$ cat config.mk
export PLATFORM = sky130hd
export DESIGN_NAME = angle_slot_gen
export DESIGN_NICKNAME = d
export VERILOG_FILES = /design/src/rtl/angle_slot_gen.sv
export SDC_FILE = /design/constraint.sdc
export NUM_CORES = 1
export LEC_CHECK = 0
export BUFFER_PORTS_ARGS = -buffer_cell sky130_fd_sc_hd__buf_2
export CORE_UTILIZATION = 61
export CTS_CLUSTER_DIAMETER = 60
export DETAILED_ROUTE_END_ITERATION = 6
export PLACE_DENSITY = 0.8
export SETUP_SLACK_MARGIN = 0.1
export SKIP_CTS_REPAIR_TIMING = 1
export SYNTH_ARGS = -nofsm -noshare
export SYNTH_HDL_FRONTEND = slang
export SYNTH_SLANG_ARGS = --single-unit
$ cat constraint.sdc
create_clock -name clk_in -period 4.9 [get_ports clk_in]
set_input_delay 0.735 -clock clk_in [delete_from_list [all_inputs] [get_ports clk_in]]
set_output_delay 0.735 -clock clk_in [all_outputs]
set_load 0.1 [all_outputs]
$ cat src/rtl/angle_slot_gen.sv
// angle_slot_gen
//   Turns the raw IR index mark into a measured revolution period and a
//   stream of angular slot strobes (ROTATIONAL_RES per revolution).
//
// Ports
//   clk_in        system clock (only clock)
//   rst_in        synchronous, active-high reset
//   ir_tripped    raw IR sensor, asynchronous to clk_in
//   slot          current angular slot index
//   slot_strobe   one-cycle pulse on each slot entry, slot 0 included
//   period        last measured revolution length in clk_in cycles
//   period_valid  one-cycle pulse when period is updated
//   locked        slot stream is trustworthy
module angle_slot_gen #(
  parameter int ROTATIONAL_RES = 180,
  parameter int THETA_RES      = 27,
  parameter int MIN_GAP        = 1200
) (
  input  logic                              clk_in,
  input  logic                              rst_in,
  input  logic                              ir_tripped,
  output logic [$clog2(ROTATIONAL_RES)-1:0] slot,
  output logic                              slot_strobe,
  output logic [THETA_RES-1:0]              period,
  output logic                              period_valid,
  output logic                              locked
);
  localparam int SLOT_W = $clog2(ROTATIONAL_RES);
  localparam int GAP_W  = $clog2(MIN_GAP + 1);

  localparam logic [THETA_RES-1:0] CNT_MAX   = '1;
  localparam logic [THETA_RES-1:0] RES_CNT   = THETA_RES'(ROTATIONAL_RES);
  localparam logic [THETA_RES:0]   RES_ACC   = (THETA_RES+1)'(ROTATIONAL_RES);
  localparam logic [SLOT_W-1:0]    LAST_SLOT = SLOT_W'(ROTATIONAL_RES - 1);
  localparam logic [GAP_W-1:0]     GAP_MIN   = GAP_W'(MIN_GAP);

  localparam logic [1:0] ST_UNLOCKED = 2'd0;
  localparam logic [1:0] ST_ARMED    = 2'd1;
  localparam logic [1:0] ST_LOCKED   = 2'd2;

  logic                 s1_q, s1_d, s2_q, s2_d, s3_q, s3_d;
  logic [GAP_W-1:0]     gap_q, gap_d;
  logic [THETA_RES-1:0] cnt_q, cnt_d;
  logic                 have_prev_q, have_prev_d;
  logic [1:0]           state_q, state_d;
  logic [THETA_RES-1:0] period_q, period_d;
  logic                 period_valid_q, period_valid_d;
  logic [THETA_RES:0]   acc_q, acc_d;
  logic [SLOT_W-1:0]    slot_q, slot_d;
  logic                 slot_strobe_q, slot_strobe_d;
  logic                 locked_q, locked_d;

  logic                 raw_edge, accept, timed_out, meas_ok;
  logic [THETA_RES:0]   acc_sum;

  always_comb begin
    s1_d = ir_tripped;
    s2_d = s1_q;
    s3_d = s2_q;

    raw_edge  = s2_q & ~s3_q;
    accept    = raw_edge & (gap_q >= GAP_MIN);
    timed_out = (cnt_q == CNT_MAX);
    // A measurement needs a reference edge that has not aged out.
    meas_ok   = have_prev_q & ~timed_out;
    // acc < P < 2^THETA_RES, so the sum always fits in THETA_RES+1 bits.
    acc_sum   = acc_q + RES_ACC;

    // Gap counter saturates at MIN_GAP so the lockout clears and stays clear.
    if (accept)               gap_d = GAP_W'(1);
    else if (gap_q < GAP_MIN) gap_d = gap_q + 1'b1;
    else                      gap_d = gap_q;

    if (accept)         cnt_d = THETA_RES'(1);
    else if (timed_out) cnt_d = cnt_q;
    else                cnt_d = cnt_q + 1'b1;

    if (accept)         have_prev_d = 1'b1;
    else if (timed_out) have_prev_d = 1'b0;
    else                have_prev_d = have_prev_q;

    period_d       = period_q;
    period_valid_d = 1'b0;
    if (accept && meas_ok) begin
      period_d       = cnt_q;
      period_valid_d = 1'b1;
    end

    // An accepted edge always leaves UNLOCKED; it only reaches LOCKED when it
    // closes a valid measurement long enough to hold all slots.
    state_d = state_q;
    if (accept)
      state_d = (state_q != ST_UNLOCKED && meas_ok && cnt_q >= RES_CNT) ? ST_LOCKED : ST_ARMED;
    else if (timed_out)
      state_d = ST_UNLOCKED;

    locked_d = (state_d == ST_LOCKED);

    // Bresenham slot stepping: add RES per cycle, step a slot each time the
    // accumulator crosses P. The last slot holds until the next index edge.
    slot_d        = '0;
    acc_d         = '0;
    slot_strobe_d = 1'b0;
    if (state_d == ST_LOCKED) begin
      if (accept) begin
        slot_strobe_d = 1'b1;
      end else if (acc_sum >= {1'b0, period_q}) begin
        acc_d  = acc_sum - {1'b0, period_q};
        slot_d = slot_q;
        if (slot_q < LAST_SLOT) begin
          slot_d        = slot_q + 1'b1;
          slot_strobe_d = 1'b1;
        end
      end else begin
        acc_d  = acc_sum;
        slot_d = slot_q;
      end
    end
  end

  always_ff @(posedge clk_in) begin
    if (rst_in) begin
      s1_q           <= 1'b0;
      s2_q           <= 1'b0;
      s3_q           <= 1'b0;
      gap_q          <= GAP_MIN;
      cnt_q          <= '0;
      have_prev_q    <= 1'b0;
      state_q        <= ST_UNLOCKED;
      period_q       <= '0;
      period_valid_q <= 1'b0;
      acc_q          <= '0;
      slot_q         <= '0;
      slot_strobe_q  <= 1'b0;
      locked_q       <= 1'b0;
    end else begin
      s1_q           <= s1_d;
      s2_q           <= s2_d;
      s3_q           <= s3_d;
      gap_q          <= gap_d;
      cnt_q          <= cnt_d;
      have_prev_q    <= have_prev_d;
      state_q        <= state_d;
      period_q       <= period_d;
      period_valid_q <= period_valid_d;
      acc_q          <= acc_d;
      slot_q         <= slot_d;
      slot_strobe_q  <= slot_strobe_d;
      locked_q       <= locked_d;
    end
  end

  assign slot         = slot_q;
  assign slot_strobe  = slot_strobe_q;
  assign period       = period_q;
  assign period_valid = period_valid_q;
  assign locked       = locked_q;

endmodule

==> flow_summary.json, run 1 <==
{
  "relSlewSlack_pct": 32.34,
  "synth_top_cell_by_area": "dfxtp_1",
  "nets": 913,
  "wire_per_inst_um": 16.20,
  "clock-skew-final_ns": 0.01172,
  "dieArea_mm2": 0.01115,
  "critPathMaxStageDelay_ns": 0.61,
  "drive_gt1_share_pct": 9.081,
  "grt_pass1_wl_mm": 27.27,
  "antenna_found_initial": 0,
  "ios": 41,
  "finalCritPeriodShare_pct": 91.05,
  "insertion_delay_ns": 0.38,
  "dp_hpwl_mm": 12.41,
  "vias": 6058,
  "rows": 37,
  "cts_made_buffers": 9,
  "path_clk_slew_ns": 0.10,
  "wl_mm": 16.48,
  "p_leak_nw": 2.723,
  "synth_cell_types": 68,
  "crit_path_start_kind": "register",
  "crit_chain": "a211o_1 -> a21oi_1 -> nor2b_1 -> and3_1 -> xor2_1 -> ha_1 -> nand4_1 -> nor2_1 -> o211ai_1 -> a21boi_1 -> o21ai_1 -> buf_4 -> nand2_1 -> o21ai_0 -> a21oi_1",
  "endpoint_kind": "register",
  "maxCapViolCount": 0,
  "maxSlewViolCount": 0,
  "synth_area_mm2": 0.006544,
  "crit_arrival_ns": 4.77,
  "min_period_ns": 4.461,
  "busiest_layer": "met2",
  "grt_max_degree": 40,
  "clockBufferDepth": 2,
  "cp_common_cell": "a21oi_1",
  "use_met2_pct": 51.46,
  "status": "completed",
  "pwr_density_cell_mw_per_mm2": 235.3,
  "synthArstFlopShare_pct": 0,
  "dr.pass1.iters": 5,
  "cts-root-buf": "clkbuf_8",
  "port_buffers": 40,
  "synth.top_cell.area_share_pct": 33.65,
  "ys_seq_area_share_pct": 33.65,
  "start_util_pct": 63.10,
  "grt_pass1_vias": 5684,
  "irDropWorstVdd_mv": 0.3027,
  "cts_tree": "done",
  "grt_use_total_pct": 30.67,
  "clock.fmax_mhz": 224.1,
  "max_slew.worst_pin.slew_ns": 1.012,
  "gp_congestion": 0.9307,
  "syn_nets": 887,
  "cp_slowest_cell": "nand2_1",
  "die_h_um": 105.6,
  "die_x_um": 105.6,
  "drc_errors": 0,
  "use_met1_pct": 39.56,
  "grt_overflow": 0,
  "required_ns": 5.21,
  "synth-edff-count": 0,
  "rsz0062_at_grt": "false",
  "syn_inst": 850,
  "drtIter0Drc": 358,
  "syn2layout_area_growth_pct": 7.170,
  "nFillCells": 912,
  "synthFlopType": "dfxtp_1",
  "final.setup.tns_ns": 0,
  "core-area_mm2": 0.01037,
  "synth-seq-cells": 110,
  "synth_top_cells_by_count": "nand2_1 (145), dfxtp_1 (110), nor2_1 (76)",
  "drt.antenna.violating_nets": 0,
  "hold_path.class": "register to register",
  "ys.warnings.count": 0,
  "path_class": "register to register",
  "holdWs_ns": 0.4529,
  "vias_per_cell": 5.957,
  "antennaDiodeCount": 0,
  "syn_area_per_cell_um2": 7.699,
  "hold_viol": 0,
  "synthTopCellsByArea": "dfxtp_1 (34%), nand2_1 (8.3%), ha_1 (6.3%)",
  "clock_sinks": 110,
  "crit_fanout": 21,
  "dp_slack_ns": 0.6019,
  "htree_levels": 3,
  "synth_most_common_cell": "nand2_1",
  "use_met3_pct": 7.050,
  "setup_ws_ns": 0.4386,
  "setup_viol": 0
}
[path summary, 6_finish.rpt]
| kind | cells after the start | startpoint | slack [ns] | endpoint |
|---|---|---|---|---|
| setup / recovery | 15 | acc_q[2] | 0.44 | acc_q[13] |
| hold / removal | 1 | s1_q | 0.45 | s2_q |
| setup reg to reg | 15 | acc_q[2] | 0.44 | acc_q[13] |
| hold reg to reg | 1 | s1_q | 0.45 | s2_q |
[through the flow]
| step | total power, mW | area [µm²] | utilization (%) | std cells |
|---|---|---|---|---|
| 6_report | 1.650 | 7013 | 67.63 | 1017 |
| 5_1_grt | 1.726 | 7013 | 67.63 | 1017 |
| 4_1_cts | 1.657 | 7013 | 67.63 | 1017 |
| 3_5_place_dp | 1.141 | 6833 | 65.89 | 1001 |
| 3_3_place_gp | 1.130 | 6833 | 65.89 | 1001 |
| 2_1_floorplan | 1.096 | 6544 | - | 850 |
[per-layer routing]
| metal | vias to the layer above | part of all wire, % |
|---|---|---|
| li1 | 2994 | - |
| met3 | 22 | 5.8 |
| met1 | 2859 | 45 |
| met4 | 0 | 1.7 |
| met5 | - | 0 |
| met2 | 183 | 48 |
[critical path: cells and delay by family, from the launching register on]
family / cells / cell delay (ns)
simple gates: 5 / 1.50
flops: 1 / 0.37
xor+xnor: 1 / 0.15
compound gates: 7 / 1.74
buf+inv: 1 / 0.19
fa+ha+maj: 1 / 0.43
[cell type report]
class	instances	area (µm²)	area share (%)
Multi-Input combinational cell	654	4009	57.16
Sequential cell	110	2202	31.40
Timing Repair Buffer	46	245.2	3.497
Inverter	55	206.4	2.944
Tap cell	136	170.2	2.426
Clock buffer	11	141.4	2.016
Clock inverter	5	38.79	0.5531
[cells by family after synthesis]
kind of cell             after synthesis  synth area share, %
XOR/XNOR                              67                9.082
buffers and inverters                 86                5.296
flip-flops                           110                33.65
AND/OR/NAND/NOR                      370                27.25
AO/OA/AOI/OAI                        176                17.04
adder cells (fa/ha/maj)               34                6.616
multiplexers                           7                1.071
[cells in the final DEF, fill, tap and decap left out, drive strengths merged, types with 9 or more instances in the layout]
| master | Yosys | layout |
|---|---|---|
| xor2 | 26 | 26 |
| nor2b | 9 | 9 |
| nor2 | 76 | 76 |
| clkbuf | 17 | 11 |
| nand4 | 17 | 17 |
| a211oi | 19 | 19 |
| dfxtp | 110 | 110 |
| nor4 | 9 | 9 |
| or3 | 11 | 11 |
| inv | 55 | 58 |
| a31oi | 10 | 10 |
| nand2 | 145 | 145 |
| a21oi | 77 | 77 |
| ha | 33 | 33 |
| buf | 14 | 46 |
| o21ai | 26 | 26 |
| nand3 | 35 | 35 |
| and3 | 10 | 10 |
| nor3 | 22 | 22 |
| xnor2 | 41 | 41 |
[sequential cells by signal, summed over array words and instances, names as in the netlist, 2 cells and up]
| name | flops |
|---|---|
| slot | 8 |
| state_q | 2 |
| period | 27 |
| cnt_q | 27 |
| acc_q | 28 |
| gap_q | 11 |
[where the power goes]
group | internal, mW | switching (mW) | total (mW)
combinational | 0.0589 | 0.104 | 0.163
sequential | 0.923 | 0.0383 | 0.961
clock | 0.205 | 0.322 | 0.527
Note: power is estimated with default switching activity, not from simulation.
==> run 2: changes to the inputs <==
--- a/config.mk
+++ b/config.mk
@@ -6,10 +6,9 @@
 export NUM_CORES = 1
 export LEC_CHECK = 0
 export BUFFER_PORTS_ARGS = -buffer_cell sky130_fd_sc_hd__buf_2
-export CORE_UTILIZATION = 61
+export CORE_UTILIZATION = 45
 export CTS_CLUSTER_DIAMETER = 60
 export DETAILED_ROUTE_END_ITERATION = 6
-export PLACE_DENSITY = 0.8
 export SETUP_SLACK_MARGIN = 0.1
 export SKIP_CTS_REPAIR_TIMING = 1
 export SYNTH_ARGS = -nofsm -noshare
==> run 2 against run 1 <==
Power rose by 14%. Combinational power down 2%. Routed wire length increased by 0.75%. Sequential power about the same. First-iteration DRC count down 2.0%. Highest routed layer unchanged.
==> flow_summary.json, run 2 (same netlist as run 1, synthesis figures left out) <==
{
  "status": "completed",
  "grt_use_total_pct": 23.28,
  "setup_ws_ns": 0.5975,
  "hold_viol": 0,
  "maxCapViolCount": 0,
  "drc_errors": 0,
  "clock.fmax_mhz": 232.4,
  "drt.antenna.violating_nets": 0,
  "cts-root-buf": "clkbuf_16",
  "path_class": "register to register",
  "endpoint_kind": "register",
  "hold-path-cell-count": 1,
  "seqCellArea_mm2": 0.002202,
  "start_util_pct": 46.60,
  "grt_pass1_wl_mm": 27.19,
  "vias_per_cell": 5.496,
  "multi_input_area_mm2": 0.004009,
  "finalCritPeriodShare_pct": 87.81,
  "regMostFlops": "acc_q",
  "clockBufferDepth": 2,
  "final.setup.tns_ns": 0,
  "crit_chain": "a211o_1 -> a21oi_1 -> nor2b_1 -> and2_1 -> xor2_1 -> ha_1 -> nand3_1 -> nor3_1 -> nand3_1 -> a31oi_1 -> nor3_4 -> and2_1 -> buf_4 -> or3b_1 -> a21oi_1",
  "p_sw_mw": 0.4960,
  "p_int_mw": 1.384,
  "antenna_found_initial": 0,
  "rows": 43,
  "p_leak_nw": 2.774,
  "place_area_mm2": 0.006888,
  "rr_worst_depth": 15,
  "drtIter0Drc": 351,
  "relSlewSlack_pct": 33.45,
  "dieArea_mm2": 0.01503,
  "irDropWorstVdd_mv": 0.2471,
  "seqPwrFrac_pct": 51.0,
  "pwr_density_cell_mw_per_mm2": 261.3,
  "die_x_um": 122.6,
  "regToRegStartpoint": "acc_q[2]",
  "dr.pass1.iters": 6,
  "rsz0062_at_grt": "false",
  "switching_share_pct": 26.39,
  "required_ns": 5.19,
  "grt_max_degree": 40,
  "min_period_ns": 4.303,
  "largest_reg_flops": 28,
  "wl_mm": 16.60,
  "nets": 913,
  "critPathMaxStageDelay_ns": 0.44,
  "crit_arrival_ns": 4.59,
  "pwr-share-clk_pct": 40.5,
  "pwr-share-comb_pct": 8.5,
  "clock_sinks": 110,
  "maxSlewViolCount": 0,
  "hold_path.class": "register to register",
  "dp_hpwl_mm": 12.38,
  "wire_per_inst_um": 15.65,
  "crit_fanout": 24,
  "cts_made_buffers": 9,
  "cts_tree": "done",
  "ios": 41,
  "drive_gt1_share_pct": 9.194,
  "grt_pass1_vias": 5398,
  "die_h_um": 122.6,
  "grt_overflow": 0,
  "max_slew.worst_pin.slew_ns": 0.9956,
  "r2r-end": "acc_q[14]",
  "holdWs_ns": 0.4585,
  "holdCritStartpoint": "s1_q",
  "path_clk_slew_ns": 0.08,
  "layout_commonest_cell": "nand2_1",
  "crit_path_start_kind": "register",
  "gp_congestion": 0.9394,
  "insertion_delay_ns": 0.36,
  "syn2layout_area_growth_pct": 9.924,
  "clock-skew-final_ns": 0.007719,
  "dp_slack_ns": 0.6492,
  "htree_levels": 3,
  "post-route-cell-area_mm2": 0.007193,
  "cp_slowest_cell": "or3b_1",
  "port_buffers": 40,
  "setup_viol": 0,
  "antennaDiodeCount": 0,
  "final_cell_mix": "nand2_1 (145), dfxtp_1 (110), nor2_1 (76)",
  "nFillCells": 1354,
  "r2r_slack_ns": 0.60,
  "core-area_mm2": 0.01404,
  "vias": 5831,
  "hold_end": "s2_q"
}
[run 2: worst max-delay path, delay by kind of cell (launching register included)]
family,cells,cell delay [ns]
flip-flops,1,0.36
adder cells (fa/ha/maj),1,0.41
AND/OR/NAND/NOR,8,1.94
buffers and inverters,1,0.25
XOR/XNOR,1,0.18
AO/OA/AOI/OAI,4,1.06
[run 2: cell type report]
class	instances	share of cell area, %
clock buffer	9	3.131
clock inverter	7	1.113
multi-input combinational	654	55.73
sequential	110	30.61
tap	180	3.131
timing repair buffer	46	3.409
inverter	55	2.870
[run 2: worst max path at each step]
stage | to | startpoint | cells past startpoint
after floorplan | acc_q[23] | acc_q[2] | 14
after global placement | acc_q[14] | acc_q[2] | 15
after detailed placement | slot[7] | acc_q[2] | 15
after CTS | slot[7] | acc_q[2] | 15
after global routing | acc_q[19] | acc_q[2] | 15
final | acc_q[14] | acc_q[2] | 15
[run 2: per-stage QoR]
stage               total power [mW]  std cells  util, %
floorplan                      1.096        850        -
global placement               1.136       1045    49.05
detailed placement             1.139       1045    49.05
CTS                            1.902       1061    51.23
global route                   1.967       1061    51.23
finish                         1.880       1061    51.23
[run 2: power groups by stage]
stage / clock, mW / combinational, mW / sequential, mW
6_report: 0.761 / 0.159 / 0.959
4_1_cts: 0.783 / 0.161 / 0.958
3_3_place_gp: 0 / 0.158 / 0.979
2_1_floorplan: 0 / 0.124 / 0.972
3_5_place_dp: 0 / 0.159 / 0.980
5_1_grt: 0.814 / 0.188 / 0.965
[run 2: per-layer routing]
layer	vias up	GRT usage, %	wire (µm)
li1	3013	-	-
met1	2677	32.07	7966
met5	-	0	0
met2	127	37.39	7656
met4	0	7.088	260
met3	14	3.439	718
